### src/rtl/alu_cmd_sequencer_pkg.sv
// alu_cmd_sequencer_pkg: ALU select codes and sequencer FSM states
package alu_cmd_sequencer_pkg;
    localparam logic [2:0] SEL_PASS = 3'd0;
    localparam logic [2:0] SEL_ADD  = 3'd1;
    localparam logic [2:0] SEL_SUB  = 3'd2;
    localparam logic [2:0] SEL_DIV  = 3'd3;
    localparam logic [2:0] SEL_MOD  = 3'd4;
    localparam logic [2:0] SEL_SHL  = 3'd5;
    localparam logic [2:0] SEL_SHR  = 3'd6;
    localparam logic [2:0] SEL_GT   = 3'd7;
    typedef enum logic [1:0] {IDLE = 2'd0, EXEC = 2'd1, DONE = 2'd2} state_t;
    function automatic logic is_div(input logic [2:0] sel);
        return sel == SEL_DIV || sel == SEL_MOD;
    endfunction
endpackage

### src/rtl/alu_cmd_sequencer_fifo.sv
// alu_cmd_sequencer_fifo: synchronous FIFO with first-word-fall-through head
module alu_cmd_sequencer_fifo #(
    parameter int DEPTH = 4,
    parameter int W     = 13
) (
    input  logic         clk,
    input  logic         rst,
    input  logic         i_push,
    input  logic         i_pop,
    input  logic [W-1:0] i_data,
    output logic [W-1:0] o_data,
    output logic         o_full,
    output logic         o_empty
);
    localparam int AW = $clog2(DEPTH);
    logic [W-1:0]  r_mem [DEPTH];
    logic [AW-1:0] r_wr;
    logic [AW-1:0] r_rd;
    logic [AW:0]   r_cnt;
    logic          w_push;
    logic          w_pop;
    assign o_full  = r_cnt == (AW+1)'(DEPTH);
    assign o_empty = r_cnt == '0;
    assign o_data  = r_mem[r_rd];
    assign w_push  = i_push && !o_full;
    assign w_pop   = i_pop && !o_empty;
    always_ff @(posedge clk) begin
        if (w_push) r_mem[r_wr] <= i_data;
    end
    always_ff @(posedge clk) begin
        if (rst) begin
            r_wr  <= '0;
            r_rd  <= '0;
            r_cnt <= '0;
        end else begin
            if (w_push) r_wr <= r_wr + 1'b1;
            if (w_pop) r_rd <= r_rd + 1'b1;
            r_cnt <= r_cnt + {{AW{1'b0}}, w_push} - {{AW{1'b0}}, w_pop};
        end
    end
endmodule

### src/rtl/alu_cmd_sequencer.sv
// alu_cmd_sequencer: buffers tagged ALU commands, issues them one at a time and returns guarded results
module alu_cmd_sequencer
    import alu_cmd_sequencer_pkg::*;
#(
    parameter int DEPTH = 4,
    parameter int TAG_W = 2,
    parameter int CNT_W = 8
) (
    input  logic             clk,
    input  logic             rst,
    input  logic             cmd_valid,
    output logic             cmd_ready,
    input  logic [3:0]       cmd_a,
    input  logic [3:0]       cmd_b,
    input  logic [2:0]       cmd_sel,
    input  logic [TAG_W-1:0] cmd_tag,
    output logic [3:0]       alu_a,
    output logic [3:0]       alu_b,
    output logic [2:0]       alu_sel,
    input  logic [4:0]       alu_out,
    output logic             res_valid,
    input  logic             res_ready,
    output logic [4:0]       res_data,
    output logic [TAG_W-1:0] res_tag,
    output logic             res_err,
    output logic [CNT_W-1:0] op_count
);
    localparam int W = 11 + TAG_W;
    state_t           r_state;
    logic [3:0]       r_alu_a;
    logic [3:0]       r_alu_b;
    logic [2:0]       r_alu_sel;
    logic [TAG_W-1:0] r_tag;
    logic             r_res_valid;
    logic [4:0]       r_res_data;
    logic [TAG_W-1:0] r_res_tag;
    logic             r_res_err;
    logic [CNT_W-1:0] r_op_count;
    logic [W-1:0]     w_head;
    logic             w_full;
    logic             w_empty;
    logic             w_pop;
    logic             w_zero_div;
    logic [TAG_W-1:0] w_tag;
    logic [3:0]       w_a;
    logic [3:0]       w_b;
    logic [2:0]       w_sel;
    assign cmd_ready  = !w_full;
    assign w_pop      = r_state == IDLE && !w_empty;
    assign {w_tag, w_a, w_b, w_sel} = w_head;
    assign w_zero_div = is_div(r_alu_sel) && r_alu_b == 4'd0;
    assign alu_a      = r_alu_a;
    assign alu_b      = r_alu_b;
    assign alu_sel    = r_alu_sel;
    assign res_valid  = r_res_valid;
    assign res_data   = r_res_data;
    assign res_tag    = r_res_tag;
    assign res_err    = r_res_err;
    assign op_count   = r_op_count;
    alu_cmd_sequencer_fifo #(.DEPTH(DEPTH), .W(W)) u_fifo (
        .clk    (clk),
        .rst    (rst),
        .i_push (cmd_valid && cmd_ready),
        .i_pop  (w_pop),
        .i_data ({cmd_tag, cmd_a, cmd_b, cmd_sel}),
        .o_data (w_head),
        .o_full (w_full),
        .o_empty(w_empty)
    );
    always_ff @(posedge clk) begin
        if (rst) begin
            r_state     <= IDLE;
            r_alu_a     <= '0;
            r_alu_b     <= '0;
            r_alu_sel   <= '0;
            r_tag       <= '0;
            r_res_valid <= 1'b0;
            r_res_data  <= '0;
            r_res_tag   <= '0;
            r_res_err   <= 1'b0;
            r_op_count  <= '0;
        end else begin
            case (r_state)
                IDLE: if (!w_empty) begin
                    r_alu_a   <= w_a;
                    r_alu_b   <= w_b;
                    r_alu_sel <= w_sel;
                    r_tag     <= w_tag;
                    r_state   <= EXEC;
                end
                // the ALU settles combinationally during EXEC; a zero divisor overrides its output
                EXEC: begin
                    r_res_data  <= w_zero_div ? 5'd0 : alu_out;
                    r_res_err   <= w_zero_div;
                    r_res_tag   <= r_tag;
                    r_res_valid <= 1'b1;
                    r_state     <= DONE;
                end
                DONE: if (res_ready) begin
                    r_res_valid <= 1'b0;
                    r_op_count  <= r_op_count + 1'b1;
                    r_state     <= IDLE;
                end
                default: r_state <= IDLE;
            endcase
        end
    end
endmodule
### config.mk
export PLATFORM = sky130hd
export DESIGN_NAME = alu_cmd_sequencer
export DESIGN_NICKNAME = d
export VERILOG_FILES = /design/src/rtl/alu_cmd_sequencer_pkg.sv /design/src/rtl/alu_cmd_sequencer_fifo.sv /design/src/rtl/alu_cmd_sequencer.sv
export SDC_FILE = /design/constraint.sdc
export NUM_CORES = 1
export LEC_CHECK = 0
export CORE_MARGIN = 5
export CORE_UTILIZATION = 48
export CTS_BUF_LIST = sky130_fd_sc_hd__clkbuf_16
export DETAILED_ROUTE_END_ITERATION = 10
export GPL_TIMING_DRIVEN = 0
export PLACE_DENSITY = 0.8
export SYNTH_ARGS = -nofsm -noshare
export SYNTH_HDL_FRONTEND = slang
export SYNTH_SLANG_ARGS = --single-unit
### constraint.sdc
create_clock -name clk -period 2.2 [get_ports clk]
set_input_delay 0.44 -clock clk [delete_from_list [all_inputs] [get_ports clk]]
set_output_delay 0.44 -clock clk [all_outputs]
set_load 0.01 [all_outputs]
# Word-level counts from Yosys, hierarchy flattened
# Memories as Yosys holds them, arrays and structs flattened. A register that Yosys moved wholly into a read port is not among the register bits.
# Index checks and enable logic that the tools add are counted.
word_totals:
  mem_count: 1
  word_cells: 47
  in_bits: 22
  register_bits: 26
  mem_bits_rw: 52
op_classes:
  n_mux: 8
  bitwise_logic: 1
  n_eq_ne: 7
  reduce_logical: 16
  add_sub_neg: 5
mem_list:
  columns: ["name", "words", "width", "rd", "rd_clocked_by_memory_dff", "wr", "line_no", "source"]
  rows:
  - ["u_fifo.r_mem", 4, 13, 1, 1, 1, "alu_cmd_sequencer_fifo.sv:16", "logic [W-1:0] r_mem [DEPTH];"]
op_table:
  columns: ["op", "n"]
  rows:
  - ["8-bit by 1-bit adder with 8-bit output, second input constant", 1]
  - ["2-bit AND reduction", 4]
  - ["3-bit == test, second input constant", 2]
  - ["2-bit one-hot mux with 3 select lines", 1]
  - ["1-bit logical AND", 5]
  - ["5-bit 2-to-1 mux", 1]
  - ["2-bit by 1-bit adder with 2-bit output, second input constant", 2]
  - ["4-bit logical NOT", 1]
  - ["2-bit 2-to-1 mux", 2]
  - ["2-bit != test, second input constant", 2]
  - ["3-bit by 1-bit adder with 3-bit output", 1]
  - ["3-bit by 2-bit == test with 1-bit output, second input constant", 1]
  - ["3-bit logical NOT", 1]
  - ["1-bit 2-to-1 mux", 3]
  - ["3-bit by 1-bit subtractor with 3-bit output", 1]
  - ["2-bit by 1-bit == test with 1-bit output, second input constant", 1]
  - ["2-bit == test, second input constant", 1]
  - ["1-bit logical NOT", 2]
  - ["2-bit logical NOT", 1]
  - ["1-bit one-hot mux with 2 select lines", 1]
  - ["2-bit nonzero test", 1]
  - ["1-bit logical OR", 1]
  - ["1-bit inverter", 1]

# Logic depth before layout (Yosys ltp)
depth:
  ltp_word: 6
  depth_mapped: 10
  depth_no_buf: 10

# By module
# Synthesis repeated with hierarchy kept, for this count alone.
hier_totals:
  cells_unflattened: 263
  area_unflattened_um2: 3646.0
modules_own_cells:
  columns: ["module", "area_each_um2", "cells_per_inst", "instances", "seq_area_each_um2"]
  rows:
  - ["alu_cmd_sequencer_fifo", 2351.0, 118, 1, 1741.7]
  - ["alu_cmd_sequencer", 1295.0, 145, 1, 640.6]

# Least setup slack after synthesis
# OpenSTA, ideal clock, no wires.
synth_path:
  path_kind: "register -> register"
  startpoint: "reg u_fifo.r_cnt[1]"
  endpoint: "reg u_fifo.r_cnt[2]"
  slack_ns: 0.121
  setup_ns: 0.078
  period_less_slack_ns: 2.079
  path_stages_with_launch: 11
  path_buffers: 0
  arrival_time_ns: 2.001
  required_time_ns: 2.122
  cell_sequence: "dfxtp_1 nor3_1 nor3_1 ha_1 inv_1 ha_1 inv_1 fa_1 xor2_1 and2_1 nor3_1"
synth_via:
  word_cells_on_any_way: 10
  cone_classes: "add/sub (2); eq/ne (1); reduce/logical (7)"
synth_rtl:
  columns: ["element", "line_no", "source"]
  rows:
  - ["start, declared", "alu_cmd_sequencer_fifo.sv:19", "logic [AW:0] r_cnt;"]
  - ["start signal, assigned", "alu_cmd_sequencer_fifo.sv:38", "r_cnt <= r_cnt + {{AW{1'b0}}, w_push} - {{AW{1'b0}}, w_pop};"]
  - ["3-bit logical NOT", "alu_cmd_sequencer_fifo.sv:23", "assign o_empty = r_cnt == '0;"]
  - ["1-bit logical NOT", "alu_cmd_sequencer.sv:49", "assign w_pop = r_state == IDLE && !w_empty;"]
  - ["1-bit logical AND", "alu_cmd_sequencer.sv:49", null]
  - ["via u_fifo.i_pop", "alu_cmd_sequencer_fifo.sv:9", "input logic i_pop,"]
  - ["1-bit logical AND", "alu_cmd_sequencer_fifo.sv:26", "assign w_pop = i_pop && !o_empty;"]
  - ["3-bit by 1-bit subtractor with 3-bit output", "alu_cmd_sequencer_fifo.sv:38", null]
# The timed path passes the listed nets, and every way through them passes these cells.
# A chain may end at the register's enable or synchronous reset.

# Final worst setup path
layout_path:
  startpoint: "reg u_fifo.r_cnt[0]"
  endpoint: "reg u_fifo.r_cnt[2]"
# Same word-level chain as after synthesis.

==> metrics.md <==
| Metric | Value |
|---|---|
| Syn Nets | ~260 |
| Initial antenna violation count | 0 |
| Final hold vios | 0 |
| Die H | roughly 96 um |
| Core ar. | approximately 0.007 mm^2 |
| Status | completed |
| Final worst slack | 0.0652 ns |
| Final worst path period need | about 2.1 ns |
| Share of cells above drive strength 1 | 0.156 |
| Critical Setup Path Class | flip-flop to flip-flop |
| Clk sinks | between 90 and 100 |
| Setup Slack @ Placement | -0.0885 ns |
| Setup Viol. Count Final | 0 |
| Ys flop type | edfxtp_1 |
| Hold crit path type | flip-flop to flip-flop |
| Required @ worst endpoint | ~2.5 ns |
| DR iter-0 viols | 99 |
| Die width | 95.7 um |
| Critical-path top delay cell | fa_1 |
| Post-synth top area share | 0.443 |
| Synthesized area | between 0.003 and 0.004 mm^2 |
| Via count | approximately 2200 |
| Initial Util | 0.489 |
| Most frequent cells in the layout | edfxtp_1 (52), clkdlybuf4s50_1 (49), dfxtp_1 (38), mux4_2 (13), a22o_1 (13) |
| Drc violations | 0 |
| WL final | just under 7000 um |
| Skew final | about 0.0079 ns |
| Normalized max-slew margin | 0.513 |
| CTS Hold Bufs | 0 |
| Largest net degree at the start of global routing | 16 |
| Final core utilization | 0.620 |
| Drt pass-1 iters | 4 |
| Post-DRT Antenna Nets | 0 |
| Peak fanout along the critical path | 4 |
| Max Slew Vio Count | 0 |
| Seq/Total Area, Yosys | 0.665 |
| Flop2flop setup slack | between 0.06 and 0.07 ns |
| Drt wl/cell | 17.4 um |
| Leak Pwr | approximately 1.6 nW |
| Peak supply drop | between 0.0005 and 0.0006 V |
| Final period util | 0.970 |
| Register bit total from synthesis | between 90 and 100 |
| CP max stage delay | 0.37 ns |
| Worst Path Arrival | 2.39 ns |
| FMAX | approximately 0.47 GHz |
| Clk buf depth | 2 |
| Met1 usage | 0.205 |
| GRT busiest layer | met2 |
| Syn_area_per_cell | 15.4 um^2 |
| Via/cell ratio | between 5 and 6 |
| RSZ-0062 raised after global routing | true |
| CP Cell Sequence | nor3_2 -> nor3_2 -> ha_1 -> inv_1 -> ha_1 -> inv_1 -> fa_1 -> xor2_1 -> and2_1 -> nor3_1 |
| PortBufs | between 40 and 50 |
| Root buf cell | clkbuf_16 |
| Power per cell area | 1240 mW/mm^2 |
| CP Launch Type | flip-flop |
| Total GRT Usage | 0.165 |
| Mapped Cells | about 230 |
| Most common cell after layout, fill and taps aside | edfxtp_1 |
| Met2 usage | 0.269 |
| Asr flop ratio synth | 0 |
| Met3 usage | 0.0446 |
| Clock-pin transition on the worst setup and hold timing paths | ~0.07 ns |
| Layout overhead on the synthesized area | 26.9% |
| Post-synth EDFFs | 52 |
| Synth warnings | 0 |
| First-pass GRT wire length | between 10000 and 15000 um |
| Tot Pwr | about 5.6 mW |
| Site row count | 31 |
| Setup TNS | 0 ns |
| Vias in the first global route | 2197 |
| Hold_ws | 0.459 ns |
| RePlAce Congestion | 0.731 |
| Max H-tree Level | 3 |
| Unique masters post-synth | 43 |
| ANT cells | 0 |
| MaxCap Viol Count | 0 |
| Die area | 0.00916 mm^2 |
| Setup bufs post-CTS | 0 |
| CP Capture Type | flip-flop |
| Layout Nets | 319 |
| Area contributors post-synth | edfxtp_1 (44%), dfxtp_1 (22%), mux4_2 (8.3%) |
| Worst skew pair latency | between 0.3 and 0.4 ns |
| Num CTS Buffers | 9 |
| Slew @ Worst Pin | between 0.7 and 0.8 ns |
| CTS tree | yes |
| Grt ovf | 0 |
| I/O pin total | 51 |
| Post-DP HPWL | 4390 um |
| Biggest area consumer among synthesized cells | edfxtp_1 |
-- state kept, by name (all words and copies together), names as in the netlist, 2 cells and up --
register	flops
u_fifo.r_mem	52
op_count	8
res_data	5
alu_a	4
alu_b	4
alu_sel	3
u_fifo.r_cnt	3
r_state	2
r_tag	2
res_tag	2
u_fifo.r_rd	2
u_fifo.r_wr	2
-- path summary, 6_finish.rpt --
kind | start | to | depth (start not counted)
worst min-delay path | r_tag[1]$_SDFFE_PP0P_ | res_tag[1]$_SDFFE_PP0P_ | 2
worst max-delay path | u_fifo.r_cnt[0]$_SDFF_PP0_ | u_fifo.r_cnt[2]$_SDFF_PP0_ | 10
worst max register to register | u_fifo.r_cnt[0]$_SDFF_PP0_ | u_fifo.r_cnt[2]$_SDFF_PP0_ | 10
worst min register to register | r_tag[1]$_SDFFE_PP0P_ | res_tag[1]$_SDFFE_PP0P_ | 2
-- cell families after synthesis --
family / share of synthesized area
compound gates: 0.0788
fa+ha+maj: 0.0305
buf+inv: 0.0270
xor+xnor: 0.00746
flops: 0.665
simple gates: 0.0916
mux: 0.100
-- synth_stat cells (all sizes together) (4+ instances only) --
master / count
a21oi: 12
a22o: 13
dfxtp: 39
nor3: 8
nor2: 9
edfxtp: 52
inv: 8
and3: 4
ha: 7
mux2i: 6
o21ai: 6
or3: 4
buf: 7
nand2: 6
mux4: 13
-- power by group --
part           switching, mW  internal, mW
clock network          0.619         0.993
registers              0.212          2.11
logic                  0.757         0.876
total                   1.59          3.98
-- critical path: cells and delay by family (launching register included) --
kind | cells | cell delay, ns
XOR/XNOR | 1 | 0.16
flip-flops | 1 | 0.35
adder cells (fa/ha/maj) | 3 | 0.78
AND/OR/NAND/NOR | 4 | 0.67
buffers and inverters | 2 | 0.10
-- what timing repair did --
item / in CTS / in global routing
endpoints found under the hold margin: 0 / 0
gates cloned: 0 / 0
gates resized for setup: 0 / 4
setup endpoints to repair: 2 / 2
-- layer usage --
layer | vias to the layer above | part of all wire
met1 | 1077 | 0.41
met3 | 8 | 0.069
met5 | - | 0
met2 | 68 | 0.51
li1 | 998 | -
met4 | 0 | 0.013
-- layout make-up --
| cell class | count | area, um^2 |
|---|---|---|
| multi-input combinational | 120 | 1100 |
| clock inverter | 7 | 92.6 |
| sequential | 91 | 2340 |
| tap | 99 | 124 |
| clock buffer | 9 | 225 |
| buffer | 10 | 65.1 |
| timing repair buffer | 49 | 490 |
| fill | 568 | 2740 |
| inverter | 8 | 30.0 |
-- through the flow --
stage          area (um^2)  cells
2_1_floorplan         3520    229
3_3_place_gp          4140    377
3_5_place_dp          4140    377
4_1_cts               4460    393
5_1_grt               4470    393
6_report              4470    393
No activity file was read; power rests on OpenSTA's default activity.
